<file path="src/rtl/regfile_wb_arbiter.sv">
// Shares the register-file write port between the WB stage and an in-order LLU result FIFO.
// Optional macro WBARB_BYPASS_EN: an LLU result may write directly when the slot is idle and the FIFO is empty.
module regfile_wb_arbiter #(
  parameter int DEPTH      = 4,
  parameter int STARVE_MAX = 8
) (
  input  logic        clk,
  input  logic        rst,
  input  logic        wb_valid,
  input  logic [4:0]  wb_rd,
  input  logic [31:0] wb_data,
  input  logic        llu_valid,
  input  logic [4:0]  llu_rd,
  input  logic [31:0] llu_data,
  output logic        llu_ready,
  output logic        rf_we,
  output logic [4:0]  rf_waddr,
  output logic [31:0] rf_wdata,
  output logic        stall_req,
  output logic [31:0] pending_mask
);

  localparam int AW = (DEPTH > 1) ? $clog2(DEPTH) : 1;

  logic [4:0]    rd_mem   [DEPTH];
  logic [31:0]   data_mem [DEPTH];
  logic [AW-1:0] wr_ptr;
  logic [AW-1:0] rd_ptr;
  logic [AW:0]   count;
  logic [AW:0]   count_next;
  logic [7:0]    starve_cnt;
  logic [7:0]    starve_next;
  logic          slot_busy;
  logic          fifo_empty;
  logic          push;
  logic          pop;
  logic          bypass;

  assign slot_busy  = wb_valid && (wb_rd != 5'd0);
  assign fifo_empty = (count == '0);
  // Readiness ignores a same-cycle pop so the LLU never sees a combinational path from wb_valid.
  assign llu_ready  = !rst && (count < (AW+1)'(DEPTH));
  assign pop        = !rst && !slot_busy && !fifo_empty;

`ifdef WBARB_BYPASS_EN
  assign bypass = !rst && !slot_busy && fifo_empty && llu_valid && (llu_rd != 5'd0);
`else
  assign bypass = 1'b0;
`endif

  // Results aimed at x0 complete the handshake but are never stored.
  assign push = llu_valid && llu_ready && (llu_rd != 5'd0) && !bypass;

  always_comb begin
    rf_we    = 1'b0;
    rf_waddr = 5'd0;
    rf_wdata = 32'd0;
    if (!rst) begin
      if (slot_busy) begin
        rf_we    = 1'b1;
        rf_waddr = wb_rd;
        rf_wdata = wb_data;
      end else if (!fifo_empty) begin
        rf_we    = 1'b1;
        rf_waddr = rd_mem[rd_ptr];
        rf_wdata = data_mem[rd_ptr];
      end else if (bypass) begin
        rf_we    = 1'b1;
        rf_waddr = llu_rd;
        rf_wdata = llu_data;
      end
    end
  end

  always_comb begin
    count_next = count;
    case ({push, pop})
      2'b10:   count_next = count + (AW+1)'(1);
      2'b01:   count_next = count - (AW+1)'(1);
      default: count_next = count;
    endcase
  end

  always_comb begin
    starve_next = 8'd0;
    if (!pop && !fifo_empty) begin
      if (starve_cnt >= 8'(STARVE_MAX)) starve_next = 8'(STARVE_MAX);
      else                              starve_next = starve_cnt + 8'd1;
    end
  end

  always_comb begin
    pending_mask = 32'd0;
    if (!rst) begin
      for (int i = 0; i < DEPTH; i++) begin
        if ((AW+1)'(i) < count) pending_mask[rd_mem[rd_ptr + AW'(i)]] = 1'b1;
      end
    end
    pending_mask[0] = 1'b0;
  end

  always_ff @(posedge clk) begin
    if (rst) begin
      count      <= '0;
      wr_ptr     <= '0;
      rd_ptr     <= '0;
      starve_cnt <= 8'd0;
      stall_req  <= 1'b0;
    end else begin
      count      <= count_next;
      starve_cnt <= starve_next;
      if (push) wr_ptr <= wr_ptr + AW'(1);
      if (pop)  rd_ptr <= rd_ptr + AW'(1);
      stall_req  <= (starve_next == 8'(STARVE_MAX)) || (count_next == (AW+1)'(DEPTH));
    end
  end

  // Storage needs no reset: only entries below count are ever observed.
  always_ff @(posedge clk) begin
    if (push) begin
      rd_mem[wr_ptr]   <= llu_rd;
      data_mem[wr_ptr] <= llu_data;
    end
  end

endmodule

</file>
<file path="config.mk">
export PLATFORM = sky130hd
export DESIGN_NAME = regfile_wb_arbiter
export DESIGN_NICKNAME = d
export VERILOG_FILES = /design/src/rtl/regfile_wb_arbiter.sv
export SDC_FILE = /design/constraint.sdc
export NUM_CORES = 1
export LEC_CHECK = 0
export ABC_AREA = 0
export CORE_MARGIN = 2
export CORE_UTILIZATION = 40
export CTS_BUF_LIST = sky130_fd_sc_hd__clkbuf_4 sky130_fd_sc_hd__clkbuf_8 sky130_fd_sc_hd__clkbuf_16
export CTS_CLUSTER_DIAMETER = 60
export DETAILED_ROUTE_END_ITERATION = 7
export PLACE_DENSITY = 0.73
export SYNTH_ARGS = -nofsm -noshare
export SYNTH_HDL_FRONTEND = slang
export SYNTH_SLANG_ARGS = --single-unit
</file>
<file path="constraint.sdc">
create_clock -name clk -period 3.05 [get_ports clk]
set_input_delay 0.305 -clock clk [delete_from_list [all_inputs] [get_ports clk]]
set_output_delay 0.305 -clock clk [all_outputs]
set_load 0.02 [all_outputs]
</file>
### After elaboration in Yosys (flattened, before gate mapping)

Memory sizes are Yosys's and may differ from the RTL's. A register that Yosys moved wholly into a read port is not among the register bits.
Index checks and enable logic that the tools add are counted.

* memories: 2
* register bits: 16
* output and inout bits: 72
* input port bits: 78
* memory bits (writable): 148

* bitwise logic cells: 3
* magnitude comparators: 14
* reduce and logical (&&, ||, !) cells: 19
* equal/unequal tests: 4
* muxes and demuxes: 34
* add/sub/neg operators: 7

Memory list
* data_mem: depth 4, width 32, read ports 1, clocked after memory_dff 1, wr ports 1, RTL line 26 `logic [31:0] data_mem [DEPTH];`
* rd_mem: depth 4, width 5, read ports 4, clocked after memory_dff 1, wr ports 1, RTL line 25 `logic [4:0] rd_mem [DEPTH];`

Operator list (count)
* 2-to-1 mux 32 bit: 11
* OR 32 bit: 3
* < comparator 5 x 6 -> 1 bit, second input constant: 4
* demux 1 bit (select 5 bit): 4
* greater-or-equal comparator 5 x 1 -> 1 bit, second input constant: 4
* 2-to-1 mux 8 bit: 2
* 2-to-1 mux 5 bit: 3
* logical AND 1 bit: 11
* nonzero test 5 bit: 2
* 2-to-1 mux 1 bit: 9
* adder 8 x 1 -> 8 bit, second input constant: 1
* equality test 8 x 4 -> 1 bit, second input constant: 1
* greater-or-equal comparator 8 x 4 -> 1 bit, second input constant: 1
* 2-to-1 mux 2 bit: 4
* < comparator 1 x 3 -> 1 bit, first input constant: 2
* < comparator 2 x 3 -> 1 bit, first input constant: 2
* one-hot mux 3 bit (2 select lines): 1
* adder 2 x 1 -> 2 bit, second input constant: 2
* adder 2 bit, second input constant: 2
* zero test 1 bit: 4
* adder 3 x 1 -> 3 bit, second input constant: 1
* equality test 3 bit, second input constant: 1
* zero test 3 bit: 1
* < comparator 3 bit, second input constant: 1
* other kinds (4): 4

### Logic depth before layout (Yosys ltp)

Gate-level depths: netlist of the first run.

* depth in word-level cells: 15
* mapped depth: 13
* depth with buffers taken out: 11

### Least setup slack after synthesis of the first run

Ideal clock, no wire load.

* path type: input -> register
* from: input rst
* to: memory data_mem[1][0], enable pin
* buffers on the path: 1
* arrival: 2.303 ns
* cell stages on the path: 5
* setup slack: 0.350 ns
* cells stage by stage: clkbuf_1 nor2_1 nand2_1 a21oi_1 and2_1

* word-level cells in the longest chain between the ends: 6

RTL lines
* start, declared: RTL line 8 `input logic rst,`
* zero test 1 bit
* logical AND 1 bit: RTL line 42 `assign llu_ready = !rst && (count < (AW+1)'(DEPTH));`
* via llu_ready: RTL line 15 `output logic llu_ready,`
* logical AND 1 bit (2 in series): RTL line 52 `assign push = llu_valid && llu_ready && (llu_rd != 5'd0) && !bypass;`
* via push: RTL line 35 `logic push;`
* 2-to-1 mux 1 bit: RTL line 120 `if (push) begin`
* 2-to-1 mux 1 bit (not written as such): RTL line 122 `data_mem[wr_ptr] <= llu_data;`
* end, declared: RTL line 26

The timed path passes the listed nets, and every way through them passes these cells.

### Final worst setup path of the first run

* from: register rd_ptr[0]
* to: output pending_mask[24]

* word-level cells in the longest chain between the ends: 15
* elaborated cells on any way between the ends: 28

RTL lines
* start, declared: RTL line 28 `logic [AW-1:0] rd_ptr;`
* start signal, assigned: RTL line 113 `if (pop) rd_ptr <= rd_ptr + AW'(1);`
* adder 2 x 1 -> 2 bit: RTL line 96 `if ((AW+1)'(i) < count) pending_mask[rd_mem[rd_ptr + AW'(i)]] = 1'b1;`
* memory read (4 x 5 bit) *
* < comparator 5 x 6 -> 1 bit (not written as such) / greater-or-equal comparator 5 x 1 -> 1 bit (equally long branches): RTL line 96
* logical AND 1 bit (not written as such): RTL line 96
* 2-to-1 mux 1 bit (not written as such): RTL line 96
* demux 1 bit (select 5 bit): RTL line 96
* OR 32 bit (no line)
* 2-to-1 mux 32 bit: RTL line 96
* 2-to-1 mux 32 bit: RTL line 94 `if (!rst) begin`
* OR 32 bit (no line)
* 2-to-1 mux 32 bit: RTL line 96
* 2-to-1 mux 32 bit: RTL line 94
* OR 32 bit (no line)
* 2-to-1 mux 32 bit *: RTL line 96
* 2-to-1 mux 32 bit *: RTL line 94
* end, declared: RTL line 20 `output logic [31:0] pending_mask`

Every way passes the cells marked *; elsewhere a longest branch is shown, timed or not. The select of a mux whose other input is x is not followed.

==> results of run 1 <==
## area by class of cell
class                           instances  area [um^2]  area share
Clock buffer                           17          425      0.0391
Clock inverter                         14          124      0.0114
Inverter                               12         45.0     0.00414
Multi-Input combinational cell        350         3190       0.294
Sequential cell                       166         4810       0.442
Tap cell                              270          338      0.0311
Timing Repair Buffer                  202         1940       0.178
## layout by cell type, fill, tap and decap left out, types with 3 or more instances in the layout
master and instances:
clkdlybuf4s50_1 80, nand2b_1 7, clkbuf_2 15, conb_1 5, clkbuf_16 17, nand2_1 18, inv_6 4, nor3_1 8
xnor2_1 4, nor2_1 36, and3_1 3, nor2_2 14, buf_12 4, dlymetal6s2s_1 36, dfxtp_1 14, a21oi_1 32
nor2b_1 12, mux4_2 52, a22o_1 24, and2_2 6, dlygate4sd2_1 10, clkinv_2 3, edfxtp_1 148, nor3b_1 6
clkdlybuf4s15_1 4, a22oi_1 70, ha_1 11, inv_1 12, and2_1 3, a31oi_1 3, dfxtp_2 3, buf_4 49
## registers in the layout, summed over array words and instances (netlist names), named ones only
signal / flops
count: 3
starve_cnt: 8
data_mem: 128
stall_req: 1
rd_mem: 20
rd_ptr: 2
wr_ptr: 2
## report_power, final
group / switching, mW / total, mW / leakage (nW) / internal (mW)
Combinational: 0.411 / 0.796 / 2.36 / 0.385
Sequential: 0.0299 / 2.58 / 1.49 / 2.55
Clock: 0.861 / 1.99 / 0.271 / 1.12
## kinds of logic after synthesis
group / count (synthesis)
fa+ha+maj: 11
xor+xnor: 4
simple gates: 130
buf+inv: 50
other cells: 1
flops: 166
compound gates: 148
mux: 52
## how the worst max path moves through the flow
| stage | startpoint | endpoint | slack, ps |
|---|---|---|---|
| floorplan | rst | data_mem[1][0]$_DFFE_PP_ | 350 |
| global placement | rd_ptr[1]$_SDFFE_PP0P_ | pending_mask[24] | 100 |
| detailed placement | wb_rd[4] | rf_wdata[15] | 60 |
| CTS | rd_ptr[0]$_SDFFE_PP0P_ | pending_mask[19] | -4 |
| global route | rd_ptr[0]$_SDFFE_PP0P_ | pending_mask[4] | -10 |
| finish | rd_ptr[0]$_SDFFE_PP0P_ | pending_mask[24] | 80 |
## through the flow
stage | instance area, um^2 | cells | hold WS (ps) | util
after floorplan | 8170 | 566 | 404 | -
after global placement | 10200 | 994 | 496 | 0.508
after detailed placement | 10200 | 994 | 518 | 0.508
after CTS | 10800 | 1030 | 79.6 | 0.538
after global routing | 10900 | 1031 | 81.2 | 0.541
final | 10900 | 1031 | 83.5 | 0.541
## what timing repair did
action	4_1_cts	5_1_grt
pin swaps	0	2
hold endpoints to repair	0	0
buffers inserted	5	1
setup endpoints to repair	63	61
gates resized for setup	51	79
hold buffers	0	0
## routing by layer
layer,global-route usage,up-vias,share of wire
met3,0.0506,36,0.070
met1,0.263,2927,0.42
met4,0.0675,0,0.022
met2,0.339,272,0.48
li1,-,2635,-
met5,0,-,0
## critical path, cell delays in order (launching register included)
cell and delay, ps:
dfxtp_1 350, buf_12 170, mux4_2 620, nand2b_1 230, nor2_2 230, a22oi_1 120, a21oi_2 230, clkdlybuf4s15_2 290
==> metrics, run 1 <==
vias post-DR 5870; Worst R2R Path Depth 12; vias in the first global route ~6000; gp weighted congestion 0.886; max-slew violations 0; Reg2Reg Setup Slack about 530 ps; hold_sp rst; Initial Utilization 0.406; #FFs+latches synth 166; Max-Cap Viols 0; FP Rows 52; first drt pass iteration count 4; setup tns final 0 ps; RR Startpoint count[0]$_SDFF_PP0_; Rel. slew slack 0.308; worst setup margin 82.8 ps; I/O pin count 150; synthesized-area fraction occupied by and/or/nand/nor cells 0.0859; Worst setup EP type primary output; CTS Buf Count 17; Crit Path Class flip-flop to primary output; hold path depth 2; share of the synthesized area in the top cell type 0.545; status completed; first-pass GRT wire length roughly 34000 um; post-DR wirelength/cell 21.1 um; Post-Synthesis Cells 562; post-synthesis mux area share 0.144; Global Route Usage Sum 0.204; worst vdd ir a little under 0.0004 V; Yosys cell types 54; H-tree levels 4; Pwr Density roughly 490 nW/um^2; post-route ant nets 0; startpoint types flip-flop; pin count of the biggest net entering global routing 45; largest family of logic cells by synthesized area multiplexers; P&R area growth vs syn 33.3%; Hold EP count[1]$_SDFF_PP0_; CTS root buffer clkbuf_16; Placement Setup Slack 64.4 ps; fill cell count 1660; Post-synth EDFFs 148; count leader, synth edfxtp_1; Clk Latency, worst-skew pair 420 ps; period utilization 0.973; diode count 0; Buffers on Ports 148; Hold Fails Final Rpt 0; Static Leak 4.13 nW; Synth async-reset ratio 0; width of the die 147 um; Reg clk slew, reported paths 60 ps; power after layout ~5.4 mW; Synth top cells by count 148 x edfxtp_1, 70 x a22oi_1, 52 x mux4_2; Cell Area, Synth 8160 um^2; die area 21600 um^2; CTS sink count between 150 and 200; total wire length 21700 um; total grt overflow 0; synthesized area per cell 14.5 um^2; nets@finish 838; Worst EP arrival 2660 ps; post-synthesis sequential area ratio 0.589; share of cells above drive strength 1 0.251; synth warn 0; drc violations 0; R2R Path End stall_req$_SDFF_PP0_; post-layout minimum cycle time 2970 ps; f_max 337 MHz; Hold Path Class input pin to flip-flop; Worst Clk Skew between 9 and 10 ps; initial drt markers 433; Core Area 20100 um^2; Synth Flop Type edfxtp_1; synthesized-area fraction occupied by adder cells 0.0169; worst-path fanout max 17; # setup viols final 0; DP Wirelength 15500 um; Compound-Gate Fraction of Synth Area 0.132; vias per cell between 5 and 6; Worst Tran Pin Value 1040 ps; CP required roughly 2700 ps; largest cells by area after synthesis edfxtp_1 54%, mux4_2 14%, a22oi_1 6.4%; Clock Tree Buf Depth 2; Vert. Die Dim 147 um; post-synth top area cell edfxtp_1; XOR/XNOR Fraction of Synth Area 0.00430; CTS tree yes; initial antenna violation count 0
Note: power is estimated with default switching activity, not from simulation.
==> run 2, diff against run 1 <==
--- a/config.mk
+++ b/config.mk
@@ -6,6 +6,7 @@
 export NUM_CORES = 1
 export LEC_CHECK = 0
 export ABC_AREA = 0
+export CORE_ASPECT_RATIO = 0.7
 export CORE_MARGIN = 2
 export CORE_UTILIZATION = 40
 export CTS_BUF_LIST = sky130_fd_sc_hd__clkbuf_4 sky130_fd_sc_hd__clkbuf_8 sky130_fd_sc_hd__clkbuf_16
==> metrics, run 2 (synthesis results as in run 1) <==
post-DR wirelength/cell 22.2 um (+5.3%); switching power total 1.40 mW (+7.8%); Clk Latency, worst-skew pair 420 ps (about the same); status completed; first-pass GRT wire length 34500 um (+2.1%); Buffers on Ports 148 (unchanged); P&R area growth vs syn 33.5% (about the same); worst-path fanout max 22 (+5); Reg clk slew, reported paths 70 ps (about the same); Sequential Power Share 0.474 (-0.007); CTS Buf Count 17 (unchanged); Hold Path Class input pin to flip-flop; Clock Tree Buf Depth 2 (unchanged); commonest non-fill, non-tap cell in the layout edfxtp_1; die area 21600 um^2 (about the same); CTS sink count 166 (unchanged); Worst setup EP type primary output; Hold Fails Final Rpt 0 (unchanged); initial antenna violation count 0 (unchanged); Largest register FFs 128 (unchanged); Static Leak 3.61 nW (-12%); diode count 0 (unchanged); nets@finish 843 (+0.60%); f_max 337 MHz (about the same); vias in the first global route 5962 (-0.65%); DP Wirelength 16400 um (+6.0%); pin count of the biggest net entering global routing 38 (-16%); width of the die 175 um (+19%); post-route ant nets 0 (unchanged); post-route insts no fill 1037 (+0.58%); Initial Utilization 0.410 (+0.00403); CP dominant cell by count clkdlybuf4s50_1; Reg2Reg Setup Slack 660 ps (+130 ps); vias per cell 5.75 (+0.98%); RSZ-0062 raised after global routing false; initial drt markers 758 (+75%); clock share of power 0.373 (+0.002); internal power 4.02 mW (-0.82%); worst setup margin 84.8 ps (+2.09 ps); worst vdd ir 0.000302 V (-23%); CP Cell Sequence clkdlybuf4s50_1 > or2_1 > o41a_1 > nor3_4 > buf_12 > a22o_1 > clkdlybuf4s50_1; final core area utilization 0.547 (+0.00588); first drt pass iteration count 6 (+2); top flop regs data_mem (128), rd_mem (20), starve_cnt (8); startpoint types input pin; drc violations 0 (unchanged); Buf/Inv on CP 3 (+1); CP required 2740 ps (about the same); Placement Setup Slack 35.5 ps (-28.9 ps); CP top delay family buffers and inverters; H-tree levels 4 (unchanged); CTS tree yes; post-layout minimum cycle time 2970 ps (-2.09 ps); Slowest-stage cell, CP clkdlybuf4s50_1; Max-Cap Viols 0 (unchanged); total grt overflow 0 (unchanged); Gate power share 0.153 (+0.004); Vert. Die Dim 123 um (-16%); slowest stage delay, CP 610 ps (about the same); Global Route Usage Sum 0.216 (+0.0123); Switching Share 0.259 (+0.0157); Worst Clk Skew 8.94 ps (-0.197 ps); Worst EP arrival 2660 ps (about the same); Crit Path Class input pin to primary output; vias post-DR 5962 (+1.6%); gp weighted congestion 0.951 (+7.4%); placed insts 1001 (+0.70%); max-slew violations 0 (unchanged); # setup viols final 0 (unchanged); Core Area 19900 um^2 (-0.98%); FP Rows 43 (-17%); period utilization 0.972 (about the same); total wire length 23000 um (+5.9%); commonest non-fill, non-tap cells in the layout 148 x edfxtp_1, 116 x clkdlybuf4s50_1, 70 x a22oi_1; largest register by flop count data_mem; CTS root buffer clkbuf_16; I/O pin count 150 (unchanged); share of cells above drive strength 1 0.267 (+0.0163); Pwr Density 498 nW/um^2 (+1.2%)
==> run 2: final timing paths <==
path,start,endpoint,cells past startpoint
worst min register to register,starve_cnt[6]$_SDFF_PP0_,starve_cnt[1]$_SDFF_PP0_,3
worst min-delay path,rst,starve_cnt[1]$_SDFF_PP0_,2
worst max register to register,count[0]$_SDFF_PP0_,stall_req$_SDFF_PP0_,11
worst max-delay path,wb_rd[4],rf_wdata[27],7
==> run 2: what timing repair did <==
action	in CTS	in global routing
resized for setup	46	66
setup endpoints to repair	68	45
hold buffers	0	0
setup buffers	1	3
==> run 2: worst reg2reg max path, delay by kind of cell, from the launching register on <==
family | cells | cell delay (ps)
AND/OR/NAND/NOR | 3 | 490
adder cells (fa/ha/maj) | 2 | 530
flip-flops | 1 | 360
AO/OA/AOI/OAI | 3 | 450
buffers and inverters | 3 | 450
==> run 2: final cells by class <==
class | instances | area, um^2
clock buffers | 17 | 425
clock inverters | 15 | 143
fillers | 1636 | 9020
inverters | 12 | 45.0
multi-input cells | 350 | 3210
flip-flops and latches | 166 | 4810
well taps | 270 | 338
repair buffers | 207 | 1920
==> run 2: per-stage QoR <==
step                      hold WS (ps)  TNS (ps)  instance area, um^2  total power [mW]
after global placement             503     -41.2                10300              3.42
after CTS                          186      -776                10900              5.46
after detailed placement           509         0                10300              3.43
after floorplan                    404         0                 8170              3.05
after global routing               204         0                10900              5.64
final                              211         0                10900              5.43
==> run 2: per-layer routing <==
layer  GRT usage  share of wire  wire, um  vias up
li1            -              -         -     2643
met1       0.304           0.44     10200     3032
met2       0.338           0.46     10700      264
met3      0.0560          0.081      1870       23
met4      0.0531         0.0096       221        0
met5           0              0         0        -
==> run 2: power groups by stage <==
stage	Clock [mW]	Combinational, mW	Sequential (mW)
finish	2.02	0.829	2.57
global route	2.18	0.880	2.58
CTS	2.07	0.816	2.57
detailed placement	0	0.808	2.62
global placement	0	0.800	2.62
floorplan	0	0.436	2.61
==> run 3, diff against run 2 <==
--- a/config.mk
+++ b/config.mk
@@ -7,7 +7,6 @@
 export LEC_CHECK = 0
 export ABC_AREA = 0
 export CORE_ASPECT_RATIO = 0.7
-export CORE_MARGIN = 2
 export CORE_UTILIZATION = 40
 export CTS_BUF_LIST = sky130_fd_sc_hd__clkbuf_4 sky130_fd_sc_hd__clkbuf_8 sky130_fd_sc_hd__clkbuf_16
 export CTS_CLUSTER_DIAMETER = 60
==> metrics, run 3 (synthesis results as in run 1) <==
final core area utilization 0.547 (about the same); CTS tree yes; initial drt markers 670 (-12%); Worst Clk Skew 10.8 ps (+1.89 ps); setup tns final 0 ps (unchanged); CP Cell Sequence buf_4 > mux4_2 > or2_4 > nor2_2 > a22oi_1 > a21oi_1 > dlygate4sd2_1; post-route insts no fill 1039 (+0.19%); Core Area 19900 um^2 (unchanged); DP Wirelength 17200 um (+5.1%); Max-Cap Viols 0 (unchanged); die area 21000 um^2 (-2.7%); # setup viols final 0 (unchanged); Vert. Die Dim 121 um (-1.6%); Slowest-stage cell, CP mux4_2; pin count of the biggest net entering global routing 51 (+34%); Placement Setup Slack 53.8 ps (+18.3 ps); max-slew violations 0 (unchanged); initial antenna violation count 0 (unchanged); Sequential Power Share 0.473 (about the same); commonest non-fill, non-tap cells in the layout 148 x edfxtp_1, 115 x clkdlybuf4s50_1, 70 x a22oi_1; largest register by flop count data_mem; Reg clk slew, reported paths 60 ps (about the same); clock share of power 0.374 (about the same); Rel. slew slack 0.615; startpoint types flip-flop; drc violations 0 (unchanged); vias per cell 5.80 (+0.96%); Design Area, Final 10900 um^2 (about the same); CTS Buf Count 17 (unchanged); I/O pin count 150 (unchanged); nets@finish 845 (+0.24%); gp weighted congestion 0.917 (-3.6%); post-route ant nets 0 (unchanged); slowest stage delay, CP 580 ps (-30 ps); CP required 2740 ps (about the same); worst vdd ir 0.000429 V (+42%); placed insts 1006 (+0.50%); hold_buf cts 0 (unchanged); CTS sink count 166 (unchanged); total grt overflow 0 (unchanged); dpl cell area 10300 um^2 (-0.12%); H-tree levels 4 (unchanged); internal power 4.16 mW (+3.4%); total wire length 23300 um (+1.1%); vias in the first global route 5948 (-0.23%); Clock Tree Buf Depth 2 (unchanged); f_max 336 MHz (-0.45%); Static Leak 3.60 nW (-0.50%); Worst Tran Pin Value 578 ps; vias post-DR 6031 (+1.2%); status completed; width of the die 173 um (-1.1%); post-layout minimum cycle time 2980 ps (+13.4 ps); worst setup margin 71.4 ps (-13.4 ps); post-DR wirelength/cell 22.4 um (+0.90%); Worst EP arrival 2670 ps (about the same); FP Rows 43 (unchanged); diode count 0 (unchanged); P&R area growth vs syn 33.4% (about the same); share of cells above drive strength 1 0.264 (-0.00330); period utilization 0.977 (+0.00439); top flop regs data_mem (128), rd_mem (20), starve_cnt (8); Hold Fails Final Rpt 0 (unchanged); first-pass GRT wire length 35000 um (+1.4%); Clk Latency, worst-skew pair 420 ps (about the same); first drt pass iteration count 6 (unchanged); worst-path fanout max 5 (-77%); Hold Path Class input pin to flip-flop; Switching Share 0.236 (-0.0227); Pwr Density 500 nW/um^2 (+0.37%); switching power total 1.29 mW (-8.5%); Crit Path Class flip-flop to primary output; Gate power share 0.152 (about the same); CTS root buffer clkbuf_16; Buffers on Ports 148 (unchanged); commonest non-fill, non-tap cell in the layout edfxtp_1; Worst setup EP type primary output; Initial Utilization 0.410 (unchanged); Global Route Usage Sum 0.228 (+0.0117); Largest register FFs 128 (unchanged)
==> run 3: cell types whose count changed in the layout (fill, tap and decap cells not counted), moves of 4 or more <==
cell             delta
clkdlybuf4s15_1     +4
dlygate4sd2_1       +4
buf_12              -4
buf_4               +8
clkbuf_2            -7
==> run 3: power by group through the flow <==
stage	registers, mW	logic, mW	clock network (mW)
floorplan	2.61	0.436	0
global placement	2.62	0.808	0
detailed placement	2.63	0.812	0
CTS	2.58	0.820	2.08
global route	2.58	0.879	2.18
finish	2.58	0.830	2.04
==> run 3: metal layers <==
layer	routed length [um]	global-route usage
met2	10200	0.338
met3	2050	0.0699
met1	10700	0.329
met4	286	0.0465
met5	0	0
==> run 3: final timing paths <==
| check | from | to | slack (ps) | cells past startpoint |
|---|---|---|---|---|
| min | rst | count[0]$_SDFF_PP0_ | 290 | 2 |
| max reg2reg | count[2]$_SDFF_PP0_ | stall_req$_SDFF_PP0_ | 480 | 10 |
| max | rd_ptr[0]$_SDFFE_PP0P_ | pending_mask[17] | 70 | 7 |
| min reg2reg | starve_cnt[7]$_SDFF_PP0_ | starve_cnt[1]$_SDFF_PP0_ | 530 | 3 |
==> run 3: cell type report <==
type,count,area (um^2)
flip-flops and latches,166,4810
repair buffers,209,1910
multi-input cells,350,3210
well taps,270,338
clock buffers,19,440
fillers,1645,9020
clock inverters,13,133
inverters,12,45.0
==> run 3: worst max-delay path: cells and delay by family, from the launching register on <==
| kind | cells | cell delay [ps] |
|---|---|---|
| AOI/OAI and AO/OA | 2 | 240 |
| DFF | 1 | 390 |
| and+or+nand+nor | 2 | 520 |
| muxes | 1 | 580 |
| buffers and inverters | 2 | 510 |
==> run 3: metrics by stage <==
| step | power, mW | hold slack, ps |
|---|---|---|
| 2_1_floorplan | 3.05 | 404 |
| 3_3_place_gp | 3.43 | 492 |
| 3_5_place_dp | 3.44 | 513 |
| 4_1_cts | 5.47 | 251 |
| 5_1_grt | 5.65 | 266 |
| 6_report | 5.44 | 289 |
==> run 3: what timing repair did <==
item	in CTS	in global routing
endpoints found under the hold margin	0	0
setup endpoints to repair	31	42
resized for setup	54	53
setup buffers	0	1
